**src/rtl/uart_tx_scheduler.sv**
```systemverilog
// Packet-granular round-robin scheduler in front of a single uart byte transmitter.
// Optional per-byte watchdog: define UART_SCHED_TIMEOUT_EN.
module uart_tx_scheduler #(
  parameter int NUM_REQ = 4,
  parameter int GAP_CYC = 16,
  parameter int TMO_CYC = 4096
) (
  input  logic                 sys_clk,
  input  logic                 rst,
  input  logic [NUM_REQ-1:0]   req,
  input  logic [NUM_REQ*8-1:0] req_len,
  input  logic [NUM_REQ*8-1:0] req_byte,
  output logic [NUM_REQ-1:0]   byte_ack,
  output logic [NUM_REQ-1:0]   done,
  output logic                 busy,
  output logic                 timeout_err,
  output logic                 transmit,
  output logic [7:0]           tx_byte,
  input  logic                 is_transmitting
);

  localparam int IW = (NUM_REQ > 1) ? $clog2(NUM_REQ) : 1;

  if (NUM_REQ < 2 || NUM_REQ > 8 || GAP_CYC < 0 || GAP_CYC > 255 || TMO_CYC < 1) begin : g_bad_param
    $error("uart_tx_scheduler: parameter out of range");
  end

  typedef enum logic [2:0] {
    IDLE, LOAD, START, WAIT_HI, WAIT_LO, GAP
  } state_e;

  state_e               state_q, state_d;
  logic [IW-1:0]        g_q, g_d;
  logic [IW-1:0]        rr_q, rr_d;
  logic [7:0]           len_q, len_d;
  logic [7:0]           cnt_q, cnt_d;
  logic [7:0]           gap_q, gap_d;
  logic [7:0]           tx_byte_q, tx_byte_d;
  logic                 transmit_q, transmit_d;
  logic [NUM_REQ-1:0]   ack_q, ack_d;
  logic [NUM_REQ-1:0]   done_q, done_d;
  logic [IW-1:0]        pick;
  logic                 pick_vld;

`ifdef UART_SCHED_TIMEOUT_EN
  localparam int TW = $clog2(TMO_CYC + 1);
  logic [TW-1:0] tmo_q, tmo_d;
  logic          err_q, err_d;
`endif

  function automatic logic [IW-1:0] nxt(input logic [IW-1:0] v);
    return (int'(v) == NUM_REQ - 1) ? '0 : v + 1'b1;
  endfunction

  // Round-robin pick: first pending request at or above the rr pointer, wrapping.
  always_comb begin
    pick_vld = 1'b0;
    pick     = rr_q;
    for (int k = NUM_REQ - 1; k >= 0; k--) begin
      if (req[(int'(rr_q) + k) % NUM_REQ]) begin
        pick_vld = 1'b1;
        pick     = IW'((int'(rr_q) + k) % NUM_REQ);
      end
    end
  end

  // Next-state logic; byte/done/transmit strobes default low every cycle.
  always_comb begin
    state_d    = state_q;
    g_d        = g_q;
    rr_d       = rr_q;
    len_d      = len_q;
    cnt_d      = cnt_q;
    gap_d      = gap_q;
    tx_byte_d  = tx_byte_q;
    transmit_d = 1'b0;
    ack_d      = '0;
    done_d     = '0;
`ifdef UART_SCHED_TIMEOUT_EN
    tmo_d      = tmo_q;
    err_d      = err_q;
`endif
    unique case (state_q)
      IDLE: begin
        if (pick_vld) begin
          g_d   = pick;
          len_d = req_len[int'(pick)*8 +: 8];
          if (req_len[int'(pick)*8 +: 8] == 8'd0) begin
            done_d[pick] = 1'b1;
            rr_d         = nxt(pick);
            state_d      = GAP;
          end else begin
            state_d = LOAD;
          end
        end
      end
      LOAD: begin
        tx_byte_d  = req_byte[int'(g_q)*8 +: 8];
        ack_d[g_q] = 1'b1;
        cnt_d      = cnt_q + 8'd1;
        state_d    = START;
      end
      START: begin
        if (!is_transmitting) begin
          transmit_d = 1'b1;
          state_d    = WAIT_HI;
`ifdef UART_SCHED_TIMEOUT_EN
          tmo_d      = '0;
`endif
        end
      end
      WAIT_HI: begin
        if (is_transmitting) state_d = WAIT_LO;
      end
      WAIT_LO: begin
        if (!is_transmitting) begin
          if (cnt_q == len_q) begin
            done_d[g_q] = 1'b1;
            rr_d        = nxt(g_q);
            state_d     = GAP;
          end else begin
            state_d = LOAD;
          end
        end
      end
      GAP: begin
        if (int'(gap_q) + 1 >= GAP_CYC) begin
          gap_d   = '0;
          cnt_d   = '0;
          state_d = IDLE;
        end else begin
          gap_d = gap_q + 8'd1;
        end
      end
      default: state_d = IDLE;
    endcase
`ifdef UART_SCHED_TIMEOUT_EN
    if (state_q == WAIT_HI || state_q == WAIT_LO) begin
      tmo_d = tmo_q + 1'b1;
      if (tmo_q == TW'(TMO_CYC - 1)) begin
        err_d       = 1'b1;
        done_d      = '0;
        done_d[g_q] = 1'b1;
        rr_d        = nxt(g_q);
        state_d     = GAP;
      end
    end
`endif
  end

  // State and registered outputs; reset aborts any packet without a done.
  always_ff @(posedge sys_clk or posedge rst) begin
    if (rst) begin
      state_q    <= IDLE;
      g_q        <= '0;
      rr_q       <= '0;
      len_q      <= '0;
      cnt_q      <= '0;
      gap_q      <= '0;
      tx_byte_q  <= '0;
      transmit_q <= 1'b0;
      ack_q      <= '0;
      done_q     <= '0;
    end else begin
      state_q    <= state_d;
      g_q        <= g_d;
      rr_q       <= rr_d;
      len_q      <= len_d;
      cnt_q      <= cnt_d;
      gap_q      <= gap_d;
      tx_byte_q  <= tx_byte_d;
      transmit_q <= transmit_d;
      ack_q      <= ack_d;
      done_q     <= done_d;
    end
  end

`ifdef UART_SCHED_TIMEOUT_EN
  // Per-byte watchdog counter and sticky error flag.
  always_ff @(posedge sys_clk or posedge rst) begin
    if (rst) begin
      tmo_q <= '0;
      err_q <= 1'b0;
    end else begin
      tmo_q <= tmo_d;
      err_q <= err_d;
    end
  end
  assign timeout_err = err_q;
`else
  assign timeout_err = 1'b0;
`endif

  assign busy     = (state_q != IDLE);
  assign transmit = transmit_q;
  assign tx_byte  = tx_byte_q;
  assign byte_ack = ack_q;
  assign done     = done_q;

endmodule

```
**config.mk**
```make
export PLATFORM = sky130hd
export DESIGN_NAME = uart_tx_scheduler
export DESIGN_NICKNAME = d
export VERILOG_FILES = /design/src/rtl/uart_tx_scheduler.sv
export SDC_FILE = /design/constraint.sdc
export NUM_CORES = 1
export LEC_CHECK = 0
export BUFFER_PORTS_ARGS = -buffer_cell sky130_fd_sc_hd__buf_2
export CAP_MARGIN = 0
export CELL_PAD_IN_SITES_DETAIL_PLACEMENT = 0
export CELL_PAD_IN_SITES_GLOBAL_PLACEMENT = 2
export CORE_MARGIN = 2
export CORE_UTILIZATION = 33
export DETAILED_ROUTE_END_ITERATION = 6
export PLACE_DENSITY_LB_ADDON = 0.1
export SYNTH_ARGS = -nofsm -noshare
export SYNTH_HDL_FRONTEND = slang
export SYNTH_SLANG_ARGS = --single-unit
export TNS_END_PERCENT = 30
```
**constraint.sdc**
```tcl
create_clock -name sys_clk -period 7.6 [get_ports sys_clk]
set_input_delay 0.76 -clock sys_clk [delete_from_list [all_inputs] [get_ports sys_clk]]
set_output_delay 0.76 -clock sys_clk [all_outputs]
set_load 0.005 [all_outputs]
```
# Yosys cells after proc, flatten, opt, wreduce, memory -nomap -nowiden
# Index checks and enable logic that the tools add are counted.
# W data, S select, Z words.
# totals
ff_bits	48
latchBits	0
ramBits	0
mem_bits_ro	0
inputBits	71
elab_cells	110
mem_count	0
# classes
n_addsub	8
mul	0
div_mod_pow	0
n_lt_le_gt_ge	9
eq_ne	15
n_shift	2
n_mux	49
n_bitwise	3
reduce_logical	14
# op_table
op	n
$shiftx A32 B6 Y8	2
$mux W3	7
$mux W2	10
$mux W4	5
$pmux W3 S6	1
$add A8 B1 Y8 const B	2
$mux W8	2
$pmux W8 S2	1
$mux W1	15
$ne A2 B2 Y1 const B	7
$lt A3 B4 Y1 const B	3
$reduce_and A5 Y1	2
$add A8 B1 Y9 const B	1
$ge A9 B5 Y1 const B	1
$lt A2 B3 Y1 const B	3
$bmux W1 S2	4
$eq A8 B8 Y1	1
$logic_not A8 Y1	1
$pmux W4 S2	1
$add A2 B1 Y2 const B	3
$eq A3 B2 Y1 const B	2
$eq A3 B3 Y1 const B	2
$reduce_or A2 Y1	3
$add A2 B2 Y2 const B	2
other kinds (11)	19

# Logic depth before layout (Yosys ltp)
# Gate-level depths: netlist of the first run.
# depth
ltp_word	17
ltp_mapped	11
ltp_nobuf	9

# Worst setup path before layout of the first run
# OpenSTA, ideal clock, no wires.
# synth_path
path_kind	input port to flip-flop
from	in req[0]
to	reg rr_q[0]
setup_ns	0.125
t_arrival_ns	2.890
path_slack_ns	4.585
stages	10
path_buffers	2
path_cell_list	nor2b_1 or4_1 buf_2 and3_1 a211o_1 a222oi_1 and4_1 buf_4 nor2_2 mux2_4
# synth_via
elab_chain_len	12
elab_cells_between_ends	30
# synth_rtl
item	line_no	rtl
from (decl)	10	input logic [NUM_REQ-1:0] req,
parallel branches: the longest is 12 deep, another holds $shiftx A32 B6 Y8	n/a	
to (signal assigned)	167	rr_q <= rr_d;
to (decl)	34	logic [IW-1:0] rr_q, rr_d;
# Parallel ways; which one is timed is not known. The select of a mux whose other input is x is not followed.
# A chain may end at the register's enable or synchronous reset.

# Worst setup path in the final report of the first run
# layout_path
from	in req[2]
to	reg rr_q[0]
# layout_via
elab_chain_len	12
elab_cells_between_ends	30
# layout_rtl
item	line_no	rtl
$bmux W1 S2	60	if (req[(int'(rr_q) + k) % NUM_REQ]) begin
$mux W1 (implied by the code) (2 in a row)	60	
$mux W2 (3 in a row)	60	
$mux W2 *	60	
net pick[1]	42	logic [IW-1:0] pick;
parallel branches: the longest is 5 deep, another holds $shiftx A32 B6 Y8	n/a	
# Mark *: on every way through the listed nets, which the timed path passes. The select of a mux whose other input is x is not followed.

==> impl_metrics.ini, run 1 <==
[cells_and_area]
syn_to_final_growth_pct = 21.83
diodes = 0
fin_cells = 478
layout_commonest_cell = buf_2
drive_gt1_share_pct = 31.90
final_nets = 453
num-fill-cells = 840
final_cell_mix = buf_2, dfrtp_1, o21ai_0, nand3_1, nand2_1
utilization_pct = 41.68

[clock_tree]
ctsHtreeMaxLevel = 2
clk_latency_ps = 300
cts_buffers = 5
ctsResizeCount = 0
cts_setup_buffers = 0
cts_tree = yes
root_buffer = clkbuf_8
cts.sinks = 48
cts_hold_buf = 0
path_clk_slew_ps = 90
clockBufferDepth = 2

[setup_path]
crit_path_end_kind = flip-flop
setup.worst_path.start = req[2]
rrSetupSlack_ps = 4430
critPathTopFamily = compound AO/OA/AOI/OAI gates
cp_slowest_stage_delay_ps = 760
worstRegToRegCells = 8
critical_path_cell_count = 9
worstSetupEndpoint = rr_q[0]$_DFFE_PP0P_
timing.rr.start = rr_q[0]$_DFFE_PP0P_
startpoint_type = input pin
crit_buf_inv = 1
crit_path_top_delay_cell = o21ai_1
critPathKind = input pin to flip-flop
critPathMaxFanout = 17
cp.arrival_ps = 3580
crit_required_ps = 7790
timing.rr.end = rr_q[0]$_DFFE_PP0P_
crit_chain = buf_2 -> nor2b_1 -> o21ai_1 -> nand2_1 -> a211o_1 -> a222oi_1 -> and4_1 -> nor2_2 -> mux2_4

[synth]
synth_nets = 372
synthCells = 291
synthArstFlopShare_pct = 100.0
synth_area_leaders = dfrtp_1, mux4_2, o21ai_0
syn_avg_cell_area_um2 = 9.709
synth_area_leader_cell = dfrtp_1
synth_edf_count = 0
synth_warnings = 0
ys_seq_elements = 48
ys.flop_type = dfrtp_1
ys_seq_area_share_pct = 42.52
synth_top_area_share_pct = 42.52
syn_area_mm2 = 0.002825
ys_types = 48

[die]
rows = 33
die_w_um = 96.53
die-area_mm2 = 0.009317
ios = 90
chipHeight_um = 96.53
core_area_mm2 = 0.008258
initial_utilization_pct = 34.21

[global_route]
grt_pass1_wl_mm = 11.23
grt_max_degree = 49
overflow = 0
grt_pass1_vias = 2398
antenna_found_initial = 0
track_usage_pct = 15.46

[detailed_routing]
wl_per_cell_um = 14.15
drt_iter0_markers = 100
firstDrtPassIters = 4
vias = 2368
remaining_drc_errors = 0
drt-vias-per-instance = 4.954
wl_mm = 6.763
ant_nets = 0

[placement]
io_buffers = 88
dp_cells = 470
pre_cts_ws_ps = 3904
routabilityCongestion = 0.7150
detailed_place_hpwl_mm = 5.198

[run]
maxCapViolCount = 0

[power]
p_int_mw = 0.6405
switchingPower_mw = 0.4070
leakagePower_nw = 1.709
combPwrFrac_pct = 41.9
swShare_pct = 38.86
peakVddDrop_v = 0.00008850
pwr_density_cell_mw_per_mm2 = 304.3
p_clk_share_pct = 15.2
power_mw = 1.048
power_frac_seq_pct = 42.9

[sta]
period_needed_ps = 3391
rsz0062_at_grt = no
setup_ws_ps = 4209
fin_worst_skew_ps = 8.504
final.setup.tns_ps = 0
worstMarginPinSlew_ps = 1012
finalHoldViolations = 0
fin_crit_sh_pct = 44.62
slew_headroom_pct = 32.43
timing.final.max_slew_violations = 0
setup_violations = 0
fmax_mhz = 294.9

[status]
outcome = completed

[worst_hold_path]
hold_path_startpoint = tx_byte[6]$_DFFE_PP0P_
hp-class = flip-flop to flip-flop
[worst min-delay path by stage]
stage / cells past startpoint / endpoint
2_1_floorplan: 1 / gap_q[5]$_DFFE_PP0N_
3_3_place_gp: 1 / tx_byte[6]$_DFFE_PP0P_
3_5_place_dp: 1 / tx_byte[0]$_DFFE_PP0P_
4_1_cts: 1 / tx_byte[6]$_DFFE_PP0P_
5_1_grt: 1 / tx_byte[1]$_DFFE_PP0P_
6_report: 1 / tx_byte[6]$_DFFE_PP0P_
[logic make-up after synthesis]
family | count (synthesis) | share of synthesized area (%)
AND/OR/NAND/NOR | 116 | 20.86
AO/OA/AOI/OAI | 59 | 13.15
flip-flops | 48 | 42.52
buffers and inverters | 23 | 3.366
multiplexers | 20 | 11.20
XOR/XNOR | 14 | 4.340
adder cells (fa/ha/maj) | 10 | 4.429
other | 1 | 0.1327
[routing by layer]
metal / vias to the layer above / share of wire [%] / wire length [µm] / GRT usage, %
met2: 74 / 43 / 2924 / 24.83
met5: - / 0 / 0 / 0
li1: 1212 / - / - / -
met4: 0 / 1.8 / 119 / 5.986
met1: 1073 / 50 / 3351 / 21.14
met3: 9 / 5.4 / 367 / 2.172
[power by group through the flow]
stage | clock, mW | sequential [mW] | combinational (mW)
2_1_floorplan | 0 | 0.404 | 0.357
3_3_place_gp | 0 | 0.455 | 0.445
3_5_place_dp | 0 | 0.458 | 0.446
4_1_cts | 0.166 | 0.453 | 0.448
5_1_grt | 0.177 | 0.469 | 0.504
6_report | 0.159 | 0.450 | 0.439
[worst register-to-register path, stage by stage, from the launching register on]
cell,delay (ps)
dfrtp_1,420
nor2b_1,90
o21ai_1,760
nand2_1,330
a211o_1,390
a222oi_1,300
and4_1,380
nor2_2,90
mux2_4,310
[cells in the mapped netlist (2+ instances only)]
master and n:
a211o_1 3, a21oi_1 5, a22o_1 4, a22oi_1 2
a31oi_1 2, a41o_1 2, and2_1 10, and3_1 6
buf_1 2, buf_4 2, clkbuf_1 11, dfrtp_1 48
ha_1 10, inv_1 7, mux2_2 9, mux2i_1 2
mux4_2 8, nand2_1 26, nand2b_1 4, nand3_1 27
nand4_1 5, nor2_1 17, nor2b_1 4, nor3_1 6
nor4_1 3, o21ai_0 31, or4_1 2, xnor2_1 2
xor2_1 12
[stage by stage]
stage / instance area [µm²] / hold WS [ps]
floorplan: 2825 / 468.4
global placement: 3348 / 486.0
detailed placement: 3348 / 491.6
CTS: 3442 / 511.0
global route: 3442 / 519.0
finish: 3442 / 507.8
[registers in the layout, indices dropped and copies added, names as in the netlist]
| signal | cells |
|---|---|
| cnt_q | 8 |
| tx_byte | 8 |
| rr_q | 2 |
| gap_q | 8 |
| g_q | 2 |
| byte_ack | 4 |
| state_q | 3 |
| len_q | 8 |
| transmit | 1 |
| done | 4 |
[layout make-up]
class	count	area [µm²]	share of cell area [%]
sequential	48	1201	34.90
timing repair buffer	90	455.4	13.23
clock inverter	1	7.507	0.2181
clock buffer	7	86.33	2.508
multi-input combinational	220	1534	44.57
tap	105	131.4	3.817
inverter	7	26.28	0.7634
Note: power is estimated with default switching activity, not from simulation.
==> run 2: changes to the inputs <==
--- a/config.mk
+++ b/config.mk
@@ -10,7 +10,7 @@
 export CELL_PAD_IN_SITES_DETAIL_PLACEMENT = 0
 export CELL_PAD_IN_SITES_GLOBAL_PLACEMENT = 2
 export CORE_MARGIN = 2
-export CORE_UTILIZATION = 33
+export CORE_UTILIZATION = 27
 export DETAILED_ROUTE_END_ITERATION = 6
 export PLACE_DENSITY_LB_ADDON = 0.1
 export SYNTH_ARGS = -nofsm -noshare
==> constraint.sdc (replaced) <==
create_clock -name sys_clk -period 3 [get_ports sys_clk]
set_input_delay 0.3 -clock sys_clk [delete_from_list [all_inputs] [get_ports sys_clk]]
set_output_delay 0.3 -clock sys_clk [all_outputs]
set_load 0.005 [all_outputs]
==> run 2 against run 1 <==
  * First-iteration DRC count shrank 20%
  * Global-route usage shrank 2.2 points
  * Clock power grew to 2.9 times the previous value
  * Flip-flop and latch count unchanged
==> impl_metrics.ini, run 2 (synthesis gave the netlist of run 1 again) <==
[status]
outcome = completed

[die]
die_w_um = 106.3
core_area_mm2 = 0.01023
rows = 37
die-area_mm2 = 0.01130
chipHeight_um = 106.3
initial_utilization_pct = 27.61
ios = 90

[power]
pwr_density_cell_mw_per_mm2 = 777.2
combPwrFrac_pct = 41.9
swShare_pct = 37.91
leakagePower_nw = 1.748
p_clk_share_pct = 16.9
peakVddDrop_v = 0.0002116
p_int_mw = 1.708
power_frac_seq_pct = 41.2
switchingPower_mw = 1.043

[setup_path]
startpoint_type = flip-flop
crit_path_top_delay_cell = dfrtp_1
critPathMaxFanout = 15
timing.rr.start = rr_q[1]$_DFFE_PP0P_
timing.rr.end = rr_q[0]$_DFFE_PP0P_
worstRegToRegCells = 9
cp.arrival_ps = 2820
critPathKind = flip-flop to flip-flop
crit_required_ps = 3190
crit_chain = and3b_1 -> or4_1 -> buf_4 -> and3_1 -> a211o_1 -> a22oi_1 -> and4_1 -> nor2_2 -> mux2_4
cp_slowest_stage_delay_ps = 440
crit_path_end_kind = flip-flop
rrSetupSlack_ps = 370

[global_route]
grt_pass1_wl_mm = 11.98
grt_max_degree = 49
antenna_found_initial = 0
track_usage_pct = 13.29
grt_pass1_vias = 2415
overflow = 0

[worst_hold_path]
hp-class = input pin to asynchronous set/reset pin

[detailed_routing]
wl_mm = 7.191
vias = 2411
firstDrtPassIters = 4
drt_iter0_markers = 80
remaining_drc_errors = 0
ant_nets = 0
drt-vias-per-instance = 4.682
wl_per_cell_um = 13.96

[sta]
final.setup.tns_ps = 0
fmax_mhz = 380.0
period_needed_ps = 2632
rsz0062_at_grt = no
hold_slack_ps = 236.9
timing.final.max_slew_violations = 0
fin_worst_skew_ps = 9.046
fin_crit_sh_pct = 87.72
finalHoldViolations = 0
worstMarginPinSlew_ps = 1012
setup_violations = 0
slew_headroom_pct = 32.43
setup_ws_ps = 368.3

[clock_tree]
root_buffer = clkbuf_8
path_clk_slew_ps = 90
ctsHtreeMaxLevel = 2
cts_tree = yes
cts_hold_buf = 0
cts.sinks = 48
cts_buffers = 5
ctsResizeCount = 0
clockBufferDepth = 2
cts_setup_buffers = 0
clk_latency_ps = 300

[placement]
pre_cts_ws_ps = 300.8
placed_cell_area_mm2 = 0.003432
detailed_place_hpwl_mm = 5.531
routabilityCongestion = 0.7128
io_buffers = 88
dp_cells = 507

[cells_and_area]
syn_to_final_growth_pct = 25.29
num-fill-cells = 1062
final_nets = 459
drive_gt1_share_pct = 32.98
design_area_mm2 = 0.003540
fin_cells = 515
final_cell_mix = buf_2, dfrtp_1, o21ai_0, nand3_1, nand2_1
layout_commonest_cell = buf_2
diodes = 0

[run]
maxCapViolCount = 0
[run 2: cell types whose count changed in the layout (fill, tap and decap cells not counted), sizes merged]
| cell | before | now |
|---|---|---|
| clkinv | 0 | 1 |
| bufinv | 0 | 1 |
| clkinvlp | 1 | 0 |
| clkbuf | 7 | 6 |
| buf | 90 | 96 |
[run 2: worst max path at each step]
| stage | startpoint | cells past startpoint | endpoint |
|---|---|---|---|
| 6_report | rr_q[1]$_DFFE_PP0P_ | 9 | rr_q[0]$_DFFE_PP0P_ |
| 5_1_grt | rr_q[1]$_DFFE_PP0P_ | 9 | rr_q[0]$_DFFE_PP0P_ |
| 4_1_cts | rr_q[1]$_DFFE_PP0P_ | 9 | rr_q[0]$_DFFE_PP0P_ |
| 3_5_place_dp | req[0] | 10 | rr_q[0]$_DFFE_PP0P_ |
| 3_3_place_gp | req[0] | 9 | rr_q[0]$_DFFE_PP0P_ |
| 2_1_floorplan | rr_q[1]$_DFFE_PP0P_ | 10 | rr_q[0]$_DFFE_PP0P_ |
[run 2: per-layer routing]
| metal | share of wire (%) | up-vias | global-route usage (%) |
|---|---|---|---|
| li1 | - | 1231 | - |
| met1 | 48 | 1100 | 18.57 |
| met2 | 45 | 76 | 21.29 |
| met3 | 5.9 | 4 | 2.146 |
| met4 | 0.99 | 0 | 3.665 |
| met5 | 0 | - | 0 |
[run 2: final cells by class]
class	instances	area, µm²	area share (%)
inverter	7	26.28	0.7423
multi-input combinational	220	1534	43.34
timing repair buffer	96	500.5	14.14
tap	136	170.2	4.807
clock buffer	6	72.57	2.050
sequential	48	1201	33.93
clock inverter	2	35.03	0.9898
[run 2: critical path, delay by kind of cell, from the launching register on]
family,cells,cell delay (ps)
buf+inv,1,210
mux,1,310
flops,1,440
compound gates,2,450
simple gates,5,1130
[run 2: power groups by stage]
stage          Sequential, mW  Clock [mW]  Combinational (mW)
4_1_cts                  1.15       0.485                1.18
3_3_place_gp             1.16           0                1.17
3_5_place_dp             1.16           0                1.18
6_report                 1.13       0.466                1.15
5_1_grt                  1.18       0.516                1.33
2_1_floorplan            1.02           0               0.903
[run 2: metrics by stage]
| step | util (%) | power, mW |
|---|---|---|
| finish | 34.60 | 2.751 |
| global route | 34.60 | 3.027 |
| CTS | 34.60 | 2.815 |
| detailed placement | 33.55 | 2.337 |
| global placement | 33.55 | 2.330 |
| floorplan | - | 1.926 |
==> run 3: changes to the inputs <==
--- a/config.mk
+++ b/config.mk
@@ -11,8 +11,9 @@
 export CELL_PAD_IN_SITES_GLOBAL_PLACEMENT = 2
 export CORE_MARGIN = 2
 export CORE_UTILIZATION = 27
+export CTS_BUF_LIST = sky130_fd_sc_hd__clkbuf_4 sky130_fd_sc_hd__clkbuf_8 sky130_fd_sc_hd__clkbuf_16
 export DETAILED_ROUTE_END_ITERATION = 6
-export PLACE_DENSITY_LB_ADDON = 0.1
+export PLACE_DENSITY = 0.84
 export SYNTH_ARGS = -nofsm -noshare
 export SYNTH_HDL_FRONTEND = slang
 export SYNTH_SLANG_ARGS = --single-unit
==> run 3 against run 2 <==
  * Sequential power barely moved
  * Combinational power barely moved
  * Worst hold slack gained 6.8 ps
  * Clock power fell by 16%
  * Register-to-register slack lost 70 ps
  * Setup slack lost 72 ps
  * Die area is the same
  * Cell count is 0.19% lower
  * Clock skew is 1.4 ps higher
  * Highest routed layer unchanged
==> impl_metrics.ini, run 3 (synthesis gave the netlist of run 1 again) <==
[die]
chipHeight_um = 106.3
ios = 90
initial_utilization_pct = 27.61
die-area_mm2 = 0.01130
die_w_um = 106.3
core_area_mm2 = 0.01023
rows = 37

[clock_tree]
clockBufferDepth = 2
path_clk_slew_ps = 90
ctsHtreeMaxLevel = 2
cts.sinks = 48
cts_hold_buf = 0
cts_setup_buffers = 0
cts_buffers = 5
cts_tree = yes
clk_latency_ps = 290
ctsResizeCount = 0
root_buffer = clkbuf_8

[cells_and_area]
final_nets = 458
syn_to_final_growth_pct = 24.49
drive_gt1_share_pct = 33.07
final_cell_mix = buf_2, dfrtp_1, o21ai_0, nand3_1, nand2_1
design_area_mm2 = 0.003517
diodes = 0
layout_commonest_cell = buf_2

[sta]
period_needed_ps = 2704
fin_worst_skew_ps = 10.42
fin_crit_sh_pct = 90.13
rsz0062_at_grt = no
final.setup.tns_ps = 0
worstMarginPinSlew_ps = 998.5
fmax_mhz = 369.8
timing.final.max_slew_violations = 0
setup_violations = 0
finalHoldViolations = 0
slew_headroom_pct = 33.34

[placement]
placed_cell_area_mm2 = 0.003425
io_buffers = 88
detailed_place_hpwl_mm = 5.276
routabilityCongestion = 0.7887

[setup_path]
rrSetupSlack_ps = 300
critPathMaxFanout = 6
startpoint_type = flip-flop
worstRegToRegCells = 8
critPathKind = flip-flop to flip-flop
crit_path_end_kind = flip-flop
cp.arrival_ps = 2890
crit_required_ps = 3180

[status]
outcome = completed

[detailed_routing]
firstDrtPassIters = 4
ant_nets = 0
wl_mm = 6.786
drt_iter0_markers = 168
drt-vias-per-instance = 4.782
vias = 2458
remaining_drc_errors = 0
wl_per_cell_um = 13.20

[worst_hold_path]
hp-class = input pin to asynchronous set/reset pin

[global_route]
grt_max_degree = 49
track_usage_pct = 12.64
grt_pass1_vias = 2490
overflow = 0
antenna_found_initial = 0
grt_pass1_wl_mm = 11.75

[power]
peakVddDrop_v = 0.0002149
leakagePower_nw = 1.740
pwr_density_cell_mw_per_mm2 = 756.3

[run]
maxCapViolCount = 0
==> run 3: path summary, 6_finish.rpt <==
check | startpoint | to
worst max-delay path | rr_q[1]$_DFFE_PP0P_ | rr_q[0]$_DFFE_PP0P_
worst min-delay path | rst | len_q[4]$_DFFE_PP0P_
worst max register to register | rr_q[1]$_DFFE_PP0P_ | rr_q[0]$_DFFE_PP0P_
worst min register to register | tx_byte[4]$_DFFE_PP0P_ | tx_byte[4]$_DFFE_PP0P_
max in group asynchronous | rst | tx_byte[7]$_DFFE_PP0P_
min in group sys_clk | is_transmitting | transmit$_DFF_PP0_
==> run 3: through the flow <==
stage / util, % / instances / power [mW] / worst slack [ps] / hold slack (ps)
after floorplan: - / 291 / 1.926 / 398.3 / 373.4
after global placement: 33.47 / 506 / 2.273 / 333.1 / 485.2
after detailed placement: 33.47 / 506 / 2.309 / 251.7 / 490.1
after CTS: 34.38 / 514 / 2.708 / 289.9 / 271.0
after global routing: 34.38 / 514 / 2.920 / 109.7 / 269.4
final: 34.38 / 514 / 2.660 / 296.2 / 243.7
==> run 3: final cells by class <==
cell class | instances | area (µm²)
Clock buffer | 6 | 82.58
Clock inverter | 2 | 10.01
Fill cell | 1094 | 6714
Inverter | 7 | 26.28
Multi-Input combinational cell | 220 | 1534
Sequential cell | 48 | 1201
Tap cell | 136 | 170.2
Timing Repair Buffer | 95 | 493.0
==> run 3: worst max-delay path, stage by stage, from the launching register on <==
cell,delay (ps)
dfrtp_1,440
and3b_1,200
or4_1,490
and3_1,210
a211o_1,280
a222oi_1,320
and4_1,300
nor2_2,70
mux2_4,290
==> run 3: power breakdown <==
part           total, mW  switching [mW]  internal (mW)
Sequential          1.13           0.271          0.863
Clock              0.390           0.205          0.184
Combinational       1.14           0.549          0.587
==> run 3: per-layer routing <==
metal  part of all wire [%]  up-vias  global-route usage [%]
met1                     49     1149                   17.81
met3                    6.0        2                   2.452
met5                      0        -                       0
met4                   0.46        0                   2.256
met2                     45       84                   20.38
li1                       -     1223                       -
